`config.mk`:
```
export PLATFORM = sky130hd
export DESIGN_NAME = serial_subtractor_flat
export DESIGN_NICKNAME = d
export VERILOG_FILES = /design/src/rtl/serial_subtractor_pkg.sv /design/src/rtl/serial_subtractor_if.sv /design/src/rtl/serial_subtractor_fs_cell.sv /design/src/rtl/serial_subtractor.sv /design/src/flat_wrapper.sv
export SDC_FILE = /design/constraint.sdc
export NUM_CORES = 1
export LEC_CHECK = 0
export ABC_AREA = 1
export ABC_CLOCK_PERIOD_IN_PS = 1170
export CORE_MARGIN = 8
export CORE_UTILIZATION = 35
export DETAILED_ROUTE_END_ITERATION = 10
export GPL_TIMING_DRIVEN = 0
export PLACE_DENSITY = 0.57
export SLEW_MARGIN = 20
export SYNTH_ARGS = -nofsm -noshare
export SYNTH_HDL_FRONTEND = slang
export SYNTH_SLANG_ARGS = --single-unit
```
`constraint.sdc`:
```
create_clock -name clk -period 1.17 [get_ports clk]
set_clock_uncertainty 0.05 [all_clocks]
set_input_delay 0.234 -clock clk [delete_from_list [all_inputs] [get_ports clk]]
set_output_delay 0.234 -clock clk [all_outputs]
set_load 0.02 [all_outputs]
```
`src/rtl/serial_subtractor_pkg.sv`:
```
// Shared types and sizing helpers for the bit-serial arithmetic blocks.
// Holds the control FSM state encoding and the bit-counter width helper.
package serial_arith_pkg;

  typedef enum logic [1:0] {
    StIdle,
    StRun,
    StDone
  } state_e;

  localparam int unsigned DefaultWidth = 4;

  // Counter width for the default operand width; instances derive theirs via cnt_width().
  localparam int unsigned CNT_W = $clog2(DefaultWidth);

  function automatic int unsigned cnt_width(int unsigned width);
    return (width < 2) ? 1 : $clog2(width);
  endfunction

endpackage

```
`src/rtl/serial_subtractor_if.sv`:
```
// Start/busy/done handshake plus operand and result bus of the serial subtractor.
// The sequencer drives the master side; the subtractor sits on the slave side.
interface serial_subtractor_if #(
  parameter int unsigned WIDTH = 4
);

  logic             start;
  logic [WIDTH-1:0] a;
  logic [WIDTH-1:0] b;
  logic             bin;
  logic             busy;
  logic             done;
  logic [WIDTH-1:0] d;
  logic             bout;

  modport master (
    output start,
    output a,
    output b,
    output bin,
    input  busy,
    input  done,
    input  d,
    input  bout
  );

  modport slave (
    input  start,
    input  a,
    input  b,
    input  bin,
    output busy,
    output done,
    output d,
    output bout
  );

endinterface

```
`src/rtl/serial_subtractor_fs_cell.sv`:
```
// Combinational one-bit full subtractor: diff = x - y - bi, bo set on underflow.
module fs_cell (
  input  logic x_i,
  input  logic y_i,
  input  logic bi_i,
  output logic diff_o,
  output logic bo_o
);

  logic x_xor_y;

  assign x_xor_y = x_i ^ y_i;
  assign diff_o  = x_xor_y ^ bi_i;
  assign bo_o    = (~x_i & y_i) | (~x_xor_y & bi_i);

endmodule

```
`src/rtl/serial_subtractor.sv`:
```
// Bit-serial ripple-borrow subtractor: D = A - B - Bin, one bit per cycle, LSB first.
// A single fs_cell is reused every cycle; the borrow between bits lives in br_q.
module serial_subtractor
  import serial_arith_pkg::*;
#(
  parameter int unsigned WIDTH = 4
) (
  input  logic                clk,
  input  logic                rst,
  serial_subtractor_if.slave  bus
);

  localparam int unsigned   CntW    = cnt_width(WIDTH);
  localparam logic [CntW-1:0] LastCnt = CntW'(WIDTH - 1);

  state_e           state_q, state_d;
  logic [WIDTH-1:0] ra_q, ra_d;
  logic [WIDTH-1:0] rb_q, rb_d;
  logic [WIDTH-1:0] sr_q, sr_d;
  logic [WIDTH-1:0] d_q, d_d;
  logic [CntW-1:0]  cnt_q, cnt_d;
  logic             br_q, br_d;
  logic             bout_q, bout_d;
  logic             diff;
  logic             nbr;
  logic             accept;

  fs_cell u_fs_cell (
    .x_i    (ra_q[0]),
    .y_i    (rb_q[0]),
    .bi_i   (br_q),
    .diff_o (diff),
    .bo_o   (nbr)
  );

  always_comb begin
    state_d = state_q;
    ra_d    = ra_q;
    rb_d    = rb_q;
    sr_d    = sr_q;
    d_d     = d_q;
    cnt_d   = cnt_q;
    br_d    = br_q;
    bout_d  = bout_q;
    accept  = 1'b0;

    unique case (state_q)
      StIdle: begin
        accept = bus.start;
      end
      StRun: begin
        ra_d = {1'b0, ra_q[WIDTH-1:1]};
        rb_d = {1'b0, rb_q[WIDTH-1:1]};
        sr_d = {diff, sr_q[WIDTH-1:1]};
        br_d = nbr;
        if (cnt_q == LastCnt) begin
          // Last bit: sr_d already holds the full difference in place.
          d_d     = sr_d;
          bout_d  = nbr;
          state_d = StDone;
        end else begin
          cnt_d = cnt_q + CntW'(1);
        end
      end
      StDone: begin
        accept = bus.start;
        if (!bus.start) begin
          state_d = StIdle;
        end
      end
      default: state_d = StIdle;
    endcase

    if (accept) begin
      ra_d    = bus.a;
      rb_d    = bus.b;
      br_d    = bus.bin;
      sr_d    = '0;
      cnt_d   = '0;
      state_d = StRun;
    end
  end

  always_ff @(posedge clk) begin
    if (rst) begin
      state_q <= StIdle;
      ra_q    <= '0;
      rb_q    <= '0;
      sr_q    <= '0;
      d_q     <= '0;
      cnt_q   <= '0;
      br_q    <= 1'b0;
      bout_q  <= 1'b0;
    end else begin
      state_q <= state_d;
      ra_q    <= ra_d;
      rb_q    <= rb_d;
      sr_q    <= sr_d;
      d_q     <= d_d;
      cnt_q   <= cnt_d;
      br_q    <= br_d;
      bout_q  <= bout_d;
    end
  end

  assign bus.busy = (state_q == StRun);
  assign bus.done = (state_q == StDone);
  assign bus.d    = d_q;
  assign bus.bout = bout_q;

  // The oldest shifted-out bit is dropped on every shift and never observed.
  logic unused_sr_lsb;
  assign unused_sr_lsb = sr_q[0];

  a_busy_done_exclusive : assert property (@(posedge clk) disable iff (rst)
    !(bus.busy && bus.done));

  a_cnt_in_range : assert property (@(posedge clk) disable iff (rst)
    cnt_q <= LastCnt);

endmodule
```
`src/flat_wrapper.sv`:
```
// flat-port wrapper written by rule: the top's interface ports become plain ports
module serial_subtractor_flat import serial_arith_pkg::*;
#(
  parameter int unsigned WIDTH = 4
)
  (clk, rst, bus_start, bus_a, bus_b, bus_bin, bus_busy, bus_done, bus_d, bus_bout);
  serial_subtractor_if #(.WIDTH(WIDTH)) bus_i ();
  input  logic clk;
  input  logic rst;
  input wire logic [$bits(bus_i.start)-1:0] bus_start;
  input wire logic [$bits(bus_i.a)-1:0] bus_a;
  input wire logic [$bits(bus_i.b)-1:0] bus_b;
  input wire logic [$bits(bus_i.bin)-1:0] bus_bin;
  output wire logic [$bits(bus_i.busy)-1:0] bus_busy;
  output wire logic [$bits(bus_i.done)-1:0] bus_done;
  output wire logic [$bits(bus_i.d)-1:0] bus_d;
  output wire logic [$bits(bus_i.bout)-1:0] bus_bout;
  assign bus_i.start = bus_start;
  assign bus_i.a = bus_a;
  assign bus_i.b = bus_b;
  assign bus_i.bin = bus_bin;
  assign bus_busy = bus_i.busy;
  assign bus_done = bus_i.done;
  assign bus_d = bus_i.d;
  assign bus_bout = bus_i.bout;
  serial_subtractor #(.WIDTH(WIDTH)) u_core (.clk(clk), .rst(rst), .bus(bus_i));
endmodule
```
Word level (Yosys, flattened, before mapping):

Cells that the tools add are included.

* bitwise operators: 9
* add/sub/neg operators: 1
* reduce and logical (&&, ||, !) cells: 8
* equality and inequality tests: 8
* multiplexer cells: 11

Operator list (number)
* $mux W4: 4
* $pmux W2 S3: 1
* $reduce_and A3 Y1: 2
* $eq A2 B2 Y1 const B: 2
* $mux W1: 4
* $mux W2: 2
* $ne A2 B1 Y1 const B: 2
* $not A1 Y1: 4
* $reduce_and A2 Y1: 2
* $reduce_or A2 Y1: 2
* $ne A3 B1 Y1 const B: 1
* $ne A3 B2 Y1 const B: 1
* $add A2 B1 Y2 const B: 1
* $and A1 B1 Y1: 2
* $eq A2 B1 Y1 const B: 1
* $logic_not A2 Y1: 1
* $ne A2 B2 Y1 const B: 1
* $reduce_bool A2 Y1: 1
* $xor A1 B1 Y1: 2
* $or A1 B1 Y1: 1

* bits of input ports: 12
* bits in registers: 22

Logic depth before layout (Yosys ltp):

* depth after elaboration: 6
* depth in mapped cells: 7
* mapped depth without buffers: 7

Hierarchy:

Synthesis repeated with hierarchy kept, for this count alone.

* cell total of the unflattened synthesis: 138
* area, all modules: 1073.5 sq um

Modules (own cells, without submodules)
* serial_subtractor: times used 1, area an instance 1042.2 sq um, cells each 134, seq. area each 420.4 sq um
* fs_cell: times used 1, area an instance 31.3 sq um, cells each 4, seq. area each 0.0 sq um

Worst setup path before layout:

Ideal clock, no wire load.

* kind: reg-to-reg
* from: register u_core.ra_q[0]
* to: register u_core.d_q[3], in the netlist u_core.bus.d[3]
* required time: 1.050 ns
* stages on the path, launching flop included: 4
* path slack: 0.036 ns
* library setup time: 0.070 ns
* path buffers: 0
* clock period less this slack: 1.134 ns
* arrival: 1.014 ns
* cells stage by stage: dfxtp_1 > fa_1 > nand2_1 > a21oi_1

* cells in the longest elaborated chain, start to end: 2

Ends and longest elaborated chain
* start, declared: line serial_subtractor.sv:17 `logic [WIDTH-1:0] ra_q, ra_d;`
* start signal, assigned: line serial_subtractor.sv:96 `ra_q <= ra_d;`
* $xor A1 B1 Y1: line serial_subtractor_fs_cell.sv:12 `assign x_xor_y = x_i ^ y_i;`
* $xor A1 B1 Y1: line serial_subtractor_fs_cell.sv:13 `assign diff_o = x_xor_y ^ bi_i;`
* via u_core.diff: line serial_subtractor.sv:24 `logic diff;`
* end signal, assigned: line serial_subtractor.sv:90 `d_q <= '0;`
* end signal, assigned: line serial_subtractor.sv:99 `d_q <= d_d;`
* end, declared: line serial_subtractor.sv:20 `logic [WIDTH-1:0] d_q, d_d;`

The timed path passes the listed nets, and every way through them passes these cells.
A chain may end at the register's enable or synchronous reset.

Final worst setup path:

* from: register u_core.ra_q[0]
* to: register u_core.sr_q[3]

* cells in the longest elaborated chain, start to end: 2

Ends and longest elaborated chain
* $xor A1 B1 Y1: line serial_subtractor_fs_cell.sv:12
* $xor A1 B1 Y1: line serial_subtractor_fs_cell.sv:13
* via u_core.diff: line serial_subtractor.sv:24
* end signal, assigned: line serial_subtractor.sv:98 `sr_q <= sr_d;`
* end, declared: line serial_subtractor.sv:19 `logic [WIDTH-1:0] sr_q, sr_d;`

The timed path passes the listed nets, and every way through them passes these cells.

==> impl_metrics.env <==
export IMPL_critPathMaxFanout=2
export IMPL_final_util_pct=51.5
export IMPL_yosysTopAreaCellShare_pct=45.8
export IMPL_ys_ff_latch=21
export IMPL_dp_slack_ns=-0.491
export IMPL_relSlewSlack_pct=82.4
export IMPL_fmax_ghz=0.803
export IMPL_syn_num_nets=145
export IMPL_wl_per_cell_um=12.0
export IMPL_gp_congestion=0.766
export IMPL_post_synth_top_count_cell="nand2_1"
export IMPL_final_cells=189
export IMPL_dp_cells=178
export IMPL_n_fill_cell=269
export IMPL_synth_area_um2=918
export IMPL_syn_area_per_cell_um2=7.01
export IMPL_drt_pass1_iterations=4
export IMPL_cts_tree="built"
export IMPL_initial_core_util_pct=37.1
export IMPL_yosysSeqAreaShare_pct=45.8
export IMPL_arrival_ns=1.44
export IMPL_powerDensity_nw_per_um2=1110
export IMPL_cellLeakagePower_uw=0.000588
export IMPL_coreArea_um2=2480
export IMPL_status="complete, but fails checks"
export IMPL_drive_gt1_share_pct=30.8
export IMPL_clock_sinks=21
export IMPL_clockRootBuffer="clkbuf_4"
export IMPL_period_minus_slack_ns=1.24
export IMPL_die_w_um=67.2
export IMPL_grt_util_all_layers_pct=11.1
export IMPL_rsz0062_at_grt="true"
export IMPL_grt_max_degree=13
export IMPL_power_uw=1420
export IMPL_design_area_um2=1270
export IMPL_path_clk_slew_ns=0.12
export IMPL_hold_viol_final=0
export IMPL_yosysWarnings=0
export IMPL_rows=18
export IMPL_hold_class="in2reg"
export IMPL_yosys_area_top_type="dfxtp_1"
export IMPL_max_cap_violations=0
export IMPL_drv_slew=0
export IMPL_critPathKind="reg2reg"
export IMPL_area_growth_pct=38.8
export IMPL_portBuffers=17
export IMPL_drt_iter0_drc=34
export IMPL_vias=912
export IMPL_clock_latency_ns=0.31
export IMPL_ctsHoldBuffers=0
export IMPL_overflow=0
export IMPL_n_antenna_cell=0
export IMPL_detailed_place_area_um2=1130
export IMPL_grt_pass1_wl_um=3880
export IMPL_io_pins=19
export IMPL_grt_pass1_vias=873
export IMPL_synthCells=131
export IMPL_tightest_slew_ns=0.263
export IMPL_finalNetCount=174
export IMPL_netlist_top_cells_area="dfxtp_1, nand2_1, nor2_1"
export IMPL_fin_crit_sh_pct=106
export IMPL_ir_worst_vdd_mv=0.969
export IMPL_die_area_um2=4520
export IMPL_vias_per_cell=4.83
export IMPL_synth_edf_count=0
export IMPL_cp_end_kind="register"
export IMPL_wirelength_um=2260
export IMPL_htree_levels=1
export IMPL_cp_required_ns=1.36
export IMPL_synthDistinctLibCells=14
export IMPL_cp_start_kind="register"
export IMPL_ant_nets=0
export IMPL_ys_flop_type="dfxtp_1"
export IMPL_clockBufferDepth=2
export IMPL_antenna_found_initial=0
export IMPL_synthArstFlopShare_pct=0
export IMPL_violations="negative setup slack"
export IMPL_setup_ws_ns=-0.0746
export IMPL_drc=0
export IMPL_setup_viol=7
export IMPL_synth_common_cells="nand2_1, dfxtp_1, nor2_1"
export IMPL_hpwl_um=1550
export IMPL_cts_buffers=3
export IMPL_die_h_um=67.2
sequential cells by signal (all words and copies together) (netlist names):
| register | cells |
|---|---|
| u_core.bus.bout | 1 |
| u_core.rb_q | 4 |
| u_core.bus.d | 4 |
| u_core.ra_q | 4 |
| u_core.br_q | 1 |
| u_core.cnt_q | 2 |
| u_core.state_q | 2 |
| u_core.sr_q | 3 |
kinds of logic after synthesis:
group | count (synthesis) | synth area share [%]
AOI/OAI and AO/OA | 18 | 9.81
buffers and inverters | 23 | 10.5
DFF | 21 | 45.8
and+or+nand+nor | 67 | 30.4
adders and majority gates | 2 | 3.54
what timing repair did:
action,CTS,global route
hold endpoints to repair,0,0
setup endpoints to repair,24,15
gates resized for setup,47,18
buffers inserted,5,1
pin swaps,4,7
gates cloned,1,0
metrics by stage:
stage / setup TNS [ns] / hold slack, ns
2_1_floorplan: 0 / 0.319
3_3_place_gp: -4.05 / 0.402
3_5_place_dp: -4.26 / 0.411
4_1_cts: -0.219 / 0.139
5_1_grt: -0.831 / 0.145
6_report: -0.246 / 0.150
metal layers:
metal	vias up	global-route usage [%]	wire length, um
li1	458	-	-
met1	430	12.4	959
met2	20	19.2	1150
met3	4	4.14	122
met4	0	3.39	29
met5	-	0	0
worst paths after layout:
kind	start	endpoint	slack (ns)	cells past startpoint
setup / recovery	u_core.ra_q[0]$_SDFFE_PP0P_	u_core.sr_q[3]$_SDFFE_PP0N_	-0.07	3
hold reg to reg	u_core.sr_q[1]$_SDFFE_PP0N_	u_core.sr_q[1]$_SDFFE_PP0N_	0.43	2
setup reg to reg	u_core.ra_q[0]$_SDFFE_PP0P_	u_core.sr_q[3]$_SDFFE_PP0N_	-0.07	3
hold / removal	rst	u_core.ra_q[2]$_SDFFE_PP0P_	0.15	2
worst max-delay path, cell delays in order, from the launching register on:
cell     delay (ns)
dfxtp_2        0.36
fa_2           0.59
nand2_1        0.05
a21oi_1        0.13
cell usage in the layout (no fill, tap or decap):
cell type / Yosys / final
a21oi_1: 12 / 10
a21oi_2: 0 / 2
buf_12: 0 / 1
buf_2: 2 / 6
buf_4: 0 / 4
buf_6: 1 / 6
clkbuf_4: 0 / 3
clkdlybuf4s50_1: 0 / 10
clkinv_2: 0 / 1
dfxtp_1: 21 / 15
dfxtp_2: 0 / 5
dfxtp_4: 0 / 1
fa_2: 0 / 1
ha_1: 1 / 1
inv_1: 16 / 11
inv_2: 4 / 6
inv_4: 0 / 3
nand2_1: 32 / 29
nand2_2: 3 / 4
nand2_4: 0 / 2
nand3_1: 10 / 9
nand3_2: 0 / 1
nor2_1: 21 / 19
nor2_4: 1 / 3
o21ai_0: 6 / 6
final cells by class:
class	count	area, um^2	area share (%)
plain buffers	3	27.5	2.16
clock buffers	3	22.5	1.77
clock inverters	1	5.00	0.393
inverters	20	82.6	6.48
multi-input cells	87	449	35.2
flip-flops and latches	21	430	33.8
well taps	30	37.5	2.94
repair buffers	24	220	17.3
power by group:
group	total [uW]	switching, uW	internal [uW]
Combinational	290	156	134
Clock	351	223	128
Sequential	774	23.0	751
No activity file was read; power rests on OpenSTA's default activity.
